## config.mk

```make
export PLATFORM = sky130hd
export DESIGN_NAME = instruction_fetch_unit
export DESIGN_NICKNAME = d
export VERILOG_FILES = /design/src/rtl/instruction_fetch_unit_pkg.sv /design/src/rtl/instruction_fetch_unit_fetch_settle_counter.sv /design/src/rtl/instruction_fetch_unit.sv
export SDC_FILE = /design/constraint.sdc
export NUM_CORES = 1
export LEC_CHECK = 0
export CAP_MARGIN = 20
export CORE_UTILIZATION = 52
export CTS_CLUSTER_SIZE = 24
export DETAILED_ROUTE_END_ITERATION = 8
export PLACE_DENSITY = 0.92
export RECOVER_POWER = 25
export SLEW_MARGIN = 15
export SYNTH_ARGS = -nofsm -noshare
export SYNTH_HDL_FRONTEND = slang
export SYNTH_SLANG_ARGS = --single-unit
```

## constraint.sdc

```tcl
create_clock -name CLK -period 17.75 [get_ports CLK]
set_clock_uncertainty 0.05 [all_clocks]
set_input_delay 2.6625 -clock CLK [delete_from_list [all_inputs] [get_ports CLK]]
set_output_delay 2.6625 -clock CLK [all_outputs]
set_load 0.05 [all_outputs]
```

## src/rtl/instruction_fetch_unit_pkg.sv

```systemverilog
// Shared constants for the instruction fetch unit: widths, PC step and FSM state encoding.
package instruction_fetch_unit_pkg;

  localparam int unsigned INSTR_W = 32;
  localparam int unsigned ADDR_W  = 64;
  localparam logic [ADDR_W-1:0] PC_STEP = 64'd4;

  localparam logic [1:0] ST_WAIT = 2'd0;
  localparam logic [1:0] ST_HOLD = 2'd1;
  localparam logic [1:0] ST_DONE = 2'd2;

  function automatic logic [ADDR_W-1:0] align_pc(input logic [ADDR_W-1:0] pc);
    return {pc[ADDR_W-1:2], 2'b00};
  endfunction

endpackage

```

## src/rtl/instruction_fetch_unit_fetch_settle_counter.sv

```systemverilog
// Counts clock edges while the instruction memory output settles; flags the capture edge.
module fetch_settle_counter #(
  parameter int unsigned WAIT_CYCLES = 2
) (
  input  logic i_clk,
  input  logic i_rst,
  input  logic i_clear,
  input  logic i_en,
  output logic o_terminal
);

  localparam logic [3:0] TERM_CNT = 4'(WAIT_CYCLES - 1);

  logic [3:0] r_cnt;

  always_ff @(posedge i_clk or posedge i_rst) begin
    if (i_rst) begin
      r_cnt <= 4'd0;
    end else if (i_clear) begin
      r_cnt <= 4'd0;
    end else if (i_en) begin
      r_cnt <= r_cnt + 4'd1;
    end
  end

  assign o_terminal = i_en && (r_cnt == TERM_CNT);

endmodule

```

## src/rtl/instruction_fetch_unit.sv

```systemverilog
// Instruction fetch initiator: owns the PC, waits for memory to settle, presents words to
// decode over valid/ready, follows branch redirects and halts at the end of the program.
module instruction_fetch_unit
  import instruction_fetch_unit_pkg::*;
#(
  parameter logic [63:0] RESET_PC    = 64'h0,
  parameter int unsigned WAIT_CYCLES = 2,
  parameter logic [63:0] MEM_LIMIT   = 64'h60,
  parameter int unsigned COUNT_W     = 32
) (
  input  logic               CLK,
  input  logic               Reset,
  output logic [ADDR_W-1:0]  Address,
  input  logic [INSTR_W-1:0] Data,
  output logic [INSTR_W-1:0] InstrOut,
  output logic [ADDR_W-1:0]  InstrPC,
  output logic               InstrValid,
  input  logic               InstrReady,
  input  logic               Redirect,
  input  logic [ADDR_W-1:0]  RedirectPC,
  output logic               Done,
  output logic               Fault,
  output logic [COUNT_W-1:0] FetchCount
);

  localparam logic [COUNT_W-1:0] COUNT_ONE = {{(COUNT_W-1){1'b0}}, 1'b1};

  logic [1:0]         r_state, w_state_d;
  logic [ADDR_W-1:0]  r_addr, w_addr_d;
  logic [INSTR_W-1:0] r_instr, w_instr_d;
  logic [ADDR_W-1:0]  r_pc, w_pc_d;
  logic               r_valid, w_valid_d;
  logic               r_done, w_done_d;
  logic               r_fault, w_fault_d;
  logic [COUNT_W-1:0] r_count, w_count_d;

  logic              w_settled;
  logic              w_handshake;
  logic [ADDR_W-1:0] w_pc_next;
  logic [ADDR_W-1:0] w_redirect_pc;
  logic              w_cnt_clear;

  assign w_handshake   = r_valid && InstrReady;
  assign w_pc_next     = r_addr + PC_STEP;
  assign w_redirect_pc = align_pc(RedirectPC);
  // Counter only runs in WAIT; leaving WAIT for any reason restarts it from zero.
  assign w_cnt_clear   = Redirect || (r_state != ST_WAIT) || w_settled;

  fetch_settle_counter #(
    .WAIT_CYCLES (WAIT_CYCLES)
  ) u_settle (
    .i_clk      (CLK),
    .i_rst      (Reset),
    .i_clear    (w_cnt_clear),
    .i_en       (r_state == ST_WAIT),
    .o_terminal (w_settled)
  );

  always_comb begin
    w_state_d = r_state;
    w_addr_d  = r_addr;
    w_instr_d = r_instr;
    w_pc_d    = r_pc;
    w_valid_d = r_valid;
    w_done_d  = r_done;
    w_fault_d = r_fault;
    w_count_d = r_count;

    // A handshake counts even when a redirect in the same cycle discards its PC+4.
    if (w_handshake && (r_count != '1)) begin
      w_count_d = r_count + COUNT_ONE;
    end

    if (Redirect) begin
      w_addr_d  = w_redirect_pc;
      w_valid_d = 1'b0;
      if (RedirectPC[1:0] != 2'b00) begin
        w_fault_d = 1'b1;
      end
      if (w_redirect_pc >= MEM_LIMIT) begin
        w_state_d = ST_DONE;
        w_done_d  = 1'b1;
      end else begin
        w_state_d = ST_WAIT;
        w_done_d  = 1'b0;
      end
    end else begin
      case (r_state)
        ST_WAIT: begin
          if (w_settled) begin
            w_instr_d = Data;
            w_pc_d    = r_addr;
            w_valid_d = 1'b1;
            w_state_d = ST_HOLD;
          end
        end
        ST_HOLD: begin
          if (w_handshake) begin
            w_valid_d = 1'b0;
            w_addr_d  = w_pc_next;
            if (w_pc_next >= MEM_LIMIT) begin
              w_state_d = ST_DONE;
              w_done_d  = 1'b1;
            end else begin
              w_state_d = ST_WAIT;
            end
          end
        end
        ST_DONE: begin
          w_valid_d = 1'b0;
        end
        default: begin
          w_valid_d = 1'b0;
          w_state_d = ST_WAIT;
        end
      endcase
    end
  end

  always_ff @(posedge CLK or posedge Reset) begin
    if (Reset) begin
      r_state <= ST_WAIT;
      r_addr  <= RESET_PC;
      r_instr <= '0;
      r_pc    <= '0;
      r_valid <= 1'b0;
      r_done  <= 1'b0;
      r_fault <= 1'b0;
      r_count <= '0;
    end else begin
      r_state <= w_state_d;
      r_addr  <= w_addr_d;
      r_instr <= w_instr_d;
      r_pc    <= w_pc_d;
      r_valid <= w_valid_d;
      r_done  <= w_done_d;
      r_fault <= w_fault_d;
      r_count <= w_count_d;
    end
  end

  assign Address    = r_addr;
  assign InstrOut   = r_instr;
  assign InstrPC    = r_pc;
  assign InstrValid = r_valid;
  assign Done       = r_done;
  assign Fault      = r_fault;
  assign FetchCount = r_count;

endmodule

```

==> results of run 1 <==
-- worst paths after layout --
| path | from | to | slack, ps | depth (start not counted) |
|---|---|---|---|---|
| max | Reset | InstrPC[60]$_DFFE_PP0P_ | 10600 | 4 |
| min | Fault$_DFFE_PP0P_ | Fault$_DFFE_PP0P_ | 430 | 1 |
| max reg2reg | u_settle.r_cnt[0]$_DFFE_PP0P_ | InstrOut[5]$_DFFE_PP0P_ | 14010 | 5 |
| min reg2reg | Fault$_DFFE_PP0P_ | Fault$_DFFE_PP0P_ | 430 | 1 |
| max in group CLK | Redirect | InstrOut[5]$_DFFE_PP0P_ | 12420 | 5 |
| min in group asynchronous | Reset | FetchCount[24]$_DFFE_PP0P_ | 4210 | 2 |
-- layout by cell type, fill, tap and decap left out, types with 5 or more instances in the layout --
| master | netlist | layout |
|---|---|---|
| xnor2_1 | 72 | 72 |
| xor2_1 | 46 | 46 |
| clkbuf_16 | 0 | 17 |
| nor2_1 | 58 | 58 |
| and3_1 | 19 | 19 |
| nand2_1 | 120 | 120 |
| a31oi_1 | 5 | 5 |
| and4_1 | 7 | 7 |
| mux2_2 | 93 | 93 |
| clkdlybuf4s50_1 | 0 | 287 |
| nand4_1 | 42 | 42 |
| nand3_1 | 45 | 45 |
| inv_1 | 11 | 10 |
| nor4_1 | 28 | 28 |
| nor3_1 | 23 | 23 |
| dfrtp_1 | 197 | 197 |
| a21oi_1 | 7 | 7 |
| or3_1 | 6 | 6 |
| o21ai_0 | 72 | 72 |
| and2_1 | 10 | 9 |
-- synthesized netlist by cell type (3+ instances only) --
cell type | instances | share of area
a211oi_1 | 3 | 0.0022
a21oi_1 | 7 | 0.0034
a311oi_1 | 3 | 0.0026
a31oi_1 | 5 | 0.0031
and2_1 | 10 | 0.0062
and3_1 | 19 | 0.012
and4_1 | 7 | 0.0060
buf_2 | 12 | 0.0059
buf_4 | 10 | 0.0074
clkbuf_1 | 47 | 0.017
dfrtp_1 | 197 | 0.49
ha_1 | 4 | 0.0049
inv_1 | 11 | 0.0041
mux2_2 | 93 | 0.10
mux2i_1 | 3 | 0.0030
nand2_1 | 120 | 0.044
nand2b_1 | 4 | 0.0025
nand3_1 | 45 | 0.022
nand4_1 | 42 | 0.026
nor2_1 | 58 | 0.021
nor3_1 | 23 | 0.011
nor3b_1 | 4 | 0.0030
nor4_1 | 28 | 0.017
o21ai_0 | 72 | 0.035
or3_1 | 6 | 0.0037
or4_1 | 3 | 0.0022
xnor2_1 | 72 | 0.062
xor2_1 | 46 | 0.040
-- power breakdown --
part | switching, mW | internal (mW)
clock network | 0.177 | 0.224
registers | 0.0385 | 0.468
logic | 0.122 | 0.0782
total | 0.337 | 0.770
-- layer usage --
metal  wire (um)  GRT usage
met5           0          0
met4         781      0.104
met3        2900     0.0969
met2       14800      0.514
met1       11200      0.360
-- worst max-delay path, cell delays in order --
cell	delay, ps
dlygate4sd3_1	540
clkinvlp_2	2860
clkbuf_1	1180
buf_16	350
-- kinds of logic after synthesis --
family	count (synthesis)	share of synthesized area
xor+xnor	118	0.102
flops	197	0.485
simple gates	389	0.198
buf+inv	83	0.0367
compound gates	112	0.0665
fa+ha+maj	4	0.00493
other cells	1	0.000369
mux	96	0.106
-- layout make-up --
class	count	area, um2
Fill cell	1337	5210
Sequential cell	197	4930
Multi-Input combinational cell	723	4870
Timing Repair Buffer	296	2970
Clock buffer	22	484
Tap cell	260	325
Clock inverter	10	119
Inverter	11	42.5
Antenna cell	1	2.50
-- per-stage QoR --
step,instance area [um2],utilization,hold slack [ps],power [mW]
finish,13700,0.725,427,1.11
global route,13700,0.725,453,1.14
CTS,13700,0.724,429,1.11
detailed placement,13100,0.692,403,0.712
global placement,13100,0.692,406,0.707
floorplan,10200,-,406,0.629
-- registers in the layout, summed over array words and instances, names as in the netlist, 2 cells and up --
signal and cells:
Address 62, FetchCount 32, InstrOut 32, InstrPC 62, r_state 2, u_settle.r_cnt 4
==> flow_metrics.tcl, run 1 <==
set metrics [dict create \
    die_area_um2 20100 \
    nets 1350 \
    ys_ff_latch 197 \
    cts_buffers 17 \
    antenna_found_initial 1 \
    dpl.hpwl_um 21600 \
    yosysSeqAreaShare 0.485 \
    ys_types 69 \
    fmax_ghz 0.140 \
    status "complete, but fails checks" \
    grt_max_degree 128 \
    setup_ws_ps 10600 \
    async_flop_share 1.00 \
    worstSetupPathType "in2async" \
    num_vias 8821 \
    routed_wl_um 29800 \
    drv_cap 3 \
    end_kind "asynchronous set/reset pin" \
    globalplace.congestion 0.949 \
    core_um2 19000 \
    worstPathRequired_ps 18300 \
    drt_first_iter_violations 659 \
    finalSetupViolations 0 \
    dp_slack_ps 12510 \
    worstPathMaxFanout 117 \
    final.setup.tns_ps 0 \
    synthCells 1000 \
    start_util 0.536 \
    power_density_nw_per_um2 80.5 \
    viasPerCell 5.80 \
    die_w_um 142 \
    final_max_slew_viol_count 214 \
    post-cts-setup-buffers 0 \
    worst_ep_arrival_time_ps 7700 \
    grt_overflow 0 \
    clk_latency_ps 430 \
    post_drt_wl_per_cell_um 19.6 \
    vdd_drop_max_uv 67.3 \
    p_leak_nw 5.66 \
    root_buffer "clkbuf_16" \
    num_io_pins 295 \
    ctsResizeCount 0 \
    htree_levels 4 \
    cts_buffer_depth 2 \
    start_kind "input port" \
    grt_usage 0.302 \
    synth_area_um2 10200 \
    hold_class "reg2reg" \
    rsz0062_at_grt "false" \
    synthToLayoutAreaGrowth_pct 35.3 \
    syn-mean-instance-area_um2 10.2 \
    dr.pass1.iters 5 \
    relSlewSlack -2.42 \
    ys.warnings.count 0 \
    grt_pass1_vias 8827 \
    period_share 0.403 \
    die_h_um 142 \
    clkSinkCount 197 \
    clk_pin_slew_ps 70 \
    dpl.cell_count 1485 \
    io_buffers 290 \
    finalHoldViolCount 0 \
    post-route-drc-count 0 \
    finalCriticalPeriod_ps 7150 \
    synth-edff-count 0 \
    holdBufCountCts 0 \
    finalNonFillerCells 1520 \
    violations "max-capacitance violations, max-slew violations" \
    worst_pin_slew_ps 5110 \
    synthFlopType "dfrtp_1" \
    grt_pass1_wl_um 46900 \
    ant_nets 0 \
    final_layout_size_suffix_gt1_frac 0.118 \
    std_cell_rows 50 \
    cts_tree "yes" \
]
Note: power is estimated with default switching activity, not from simulation.
==> run 2, diff against run 1 <==
--- a/config.mk
+++ b/config.mk
@@ -6,10 +6,10 @@
 export NUM_CORES = 1
 export LEC_CHECK = 0
 export CAP_MARGIN = 20
-export CORE_UTILIZATION = 52
+export CORE_UTILIZATION = 44
 export CTS_CLUSTER_SIZE = 24
 export DETAILED_ROUTE_END_ITERATION = 8
-export PLACE_DENSITY = 0.92
+export PLACE_DENSITY = 0.83
 export RECOVER_POWER = 25
 export SLEW_MARGIN = 15
 export SYNTH_ARGS = -nofsm -noshare
==> constraint.sdc (replaced) <==
create_clock -name CLK -period 5.9 [get_ports CLK]
set_clock_uncertainty 0.05 [all_clocks]
set_input_delay 0.885 -clock CLK [delete_from_list [all_inputs] [get_ports CLK]]
set_output_delay 0.885 -clock CLK [all_outputs]
set_load 0.05 [all_outputs]
==> run 2 against run 1 <==
Against the previous run: highest routed layer unchanged; first-iteration DRC count is 13% lower; cell area hardly changed; the run still ends with max-capacitance violations, max-slew violations left; sequential share of layout area hardly changed; largest cell class unchanged; largest power group unchanged.
==> flow_metrics.tcl, run 2 (same netlist as run 1, synthesis figures left out) <==
set metrics [dict create \
    top_usage_layer "met2" \
    grt_max_degree 124 \
    final_cell_mix "clkdlybuf4s50_1 (288), dfrtp_1 (197), nand2_1 (120)" \
    grt_overflow 0 \
    worstSetupPathType "in2reg" \
    final_layout_size_suffix_gt1_frac 0.118 \
    status "complete, but fails checks" \
    n_antenna_cell 0 \
    grt_pass1_vias 8634 \
    vdd_drop_max_uv 187 \
    violations "max-capacitance violations, max-slew violations" \
    period_share 0.618 \
    die_w_um 154 \
    rsz0062_at_grt "false" \
    viasPerCell 5.55 \
    clk_latency_ps 430 \
    dp_slack_ps 2430 \
    post_drt_wl_per_cell_um 18.7 \
    power_density_nw_per_um2 241 \
    finalSetupViolations 0 \
    worstPathMaxFanout 15 \
    hold_class "reg2reg" \
    start_util 0.449 \
    globalplace.congestion 0.932 \
    seqCellArea_um2 4930 \
    nFillCells 1851 \
    cts_buffers 17 \
    drt_first_iter_violations 575 \
    die_h_um 154 \
    use_met1 0.304 \
    io_buffers 290 \
    finalCriticalPeriod_ps 3640 \
    ant_nets 0 \
    num_vias 8559 \
    holdBufCountCts 0 \
    die_area_um2 23700 \
    relSlewSlack -0.370 \
    reg2reg_setup_slack_ps 2400 \
    p_leak_nw 5.64 \
    final.setup.tns_ps 0 \
    post-cts-setup-buffers 0 \
    cts_tree "yes" \
    ctsResizeCount 0 \
    finalHoldViolCount 0 \
    dr.pass1.iters 5 \
    std_cell_rows 55 \
    grt_usage 0.248 \
    cts_buffer_depth 2 \
    start_kind "input port" \
    multi_input_area_um2 4880 \
    setup_ws_ps 2260 \
    post-route-drc-count 0 \
    drv_cap 2 \
    num_io_pins 295 \
    synthToLayoutAreaGrowth_pct 35.2 \
    end_kind "flip-flop" \
    antenna_found_initial 0 \
    nets 1349 \
    worst_pin_slew_ps 2060 \
    root_buffer "clkbuf_16" \
    use_met2 0.415 \
    final_max_slew_viol_count 189 \
    worst_ep_arrival_time_ps 3830 \
    dpl.hpwl_um 21300 \
    gr-usage-met3 0.0778 \
    grt_pass1_wl_um 46200 \
    fmax_ghz 0.274 \
    htree_levels 4 \
    routed_wl_um 28900 \
    core_um2 22600 \
    mostFrequentLayoutCell "clkdlybuf4s50_1" \
    worstPathRequired_ps 6080 \
    clkSinkCount 197 \
    clk_pin_slew_ps 80 \
]
[run 2: cell types whose count changed in the layout (fill, tap and decap cells not counted), moves of 2 or more]
cell | previous run | this run
clkbuf_2 | 0 | 2
buf_16 | 2 | 0
clkinvlp_4 | 0 | 3
clkbuf_8 | 4 | 1
[run 2: path summary, 6_finish.rpt]
kind	start	endpoint	depth (start not counted)
hold / removal	Fault$_DFFE_PP0P_	Fault$_DFFE_PP0P_	1
max in group asynchronous	Reset	InstrPC[60]$_DFFE_PP0P_	3
setup reg to reg	Address[2]$_DFFE_PP0P_	Done$_DFFE_PP0P_	10
setup / recovery	InstrReady	Address[53]$_DFFE_PP0P_	10
hold reg to reg	Fault$_DFFE_PP0P_	Fault$_DFFE_PP0P_	1
min in group asynchronous	Reset	InstrPC[5]$_DFFE_PP0P_	2
[run 2: power breakdown]
group / switching [mW] / total (mW) / internal, mW
clock: 0.544 / 1.19 / 0.643
sequential: 0.116 / 1.52 / 1.41
combinational: 0.360 / 0.594 / 0.234
[run 2: per-stage QoR]
stage | area [um2] | instances | hold slack, ps | utilization | power [mW]
finish | 13700 | 1543 | 433 | 0.607 | 3.30
global route | 13700 | 1543 | 463 | 0.607 | 3.43
floorplan | 10200 | 1003 | 406 | - | 1.89
CTS | 13800 | 1543 | 438 | 0.607 | 3.33
global placement | 13200 | 1511 | 407 | 0.581 | 2.13
detailed placement | 13200 | 1511 | 415 | 0.581 | 2.14
[run 2: layout make-up]
class | instances | area share
sequential | 197 | 0.359
clock inverter | 13 | 0.0107
inverter | 11 | 0.00310
timing repair buffer | 295 | 0.214
tap | 285 | 0.0260
multi-input combinational | 723 | 0.355
clock buffer | 19 | 0.0322
[run 2: critical path: stages]
cell,delay (ps)
clkdlybuf4s50_1,510
nand2_1,120
nor3b_2,160
clkbuf_1,700
nand4_1,290
nor2b_1,530
nand2_1,210
nor2_1,180
xnor2_1,130
o21ai_0,90
[run 2: layer usage]
layer	vias up	wire, um
met1	4152	11700
met5	-	0
li1	4010	-
met3	47	2480
met4	0	669
met2	350	14000
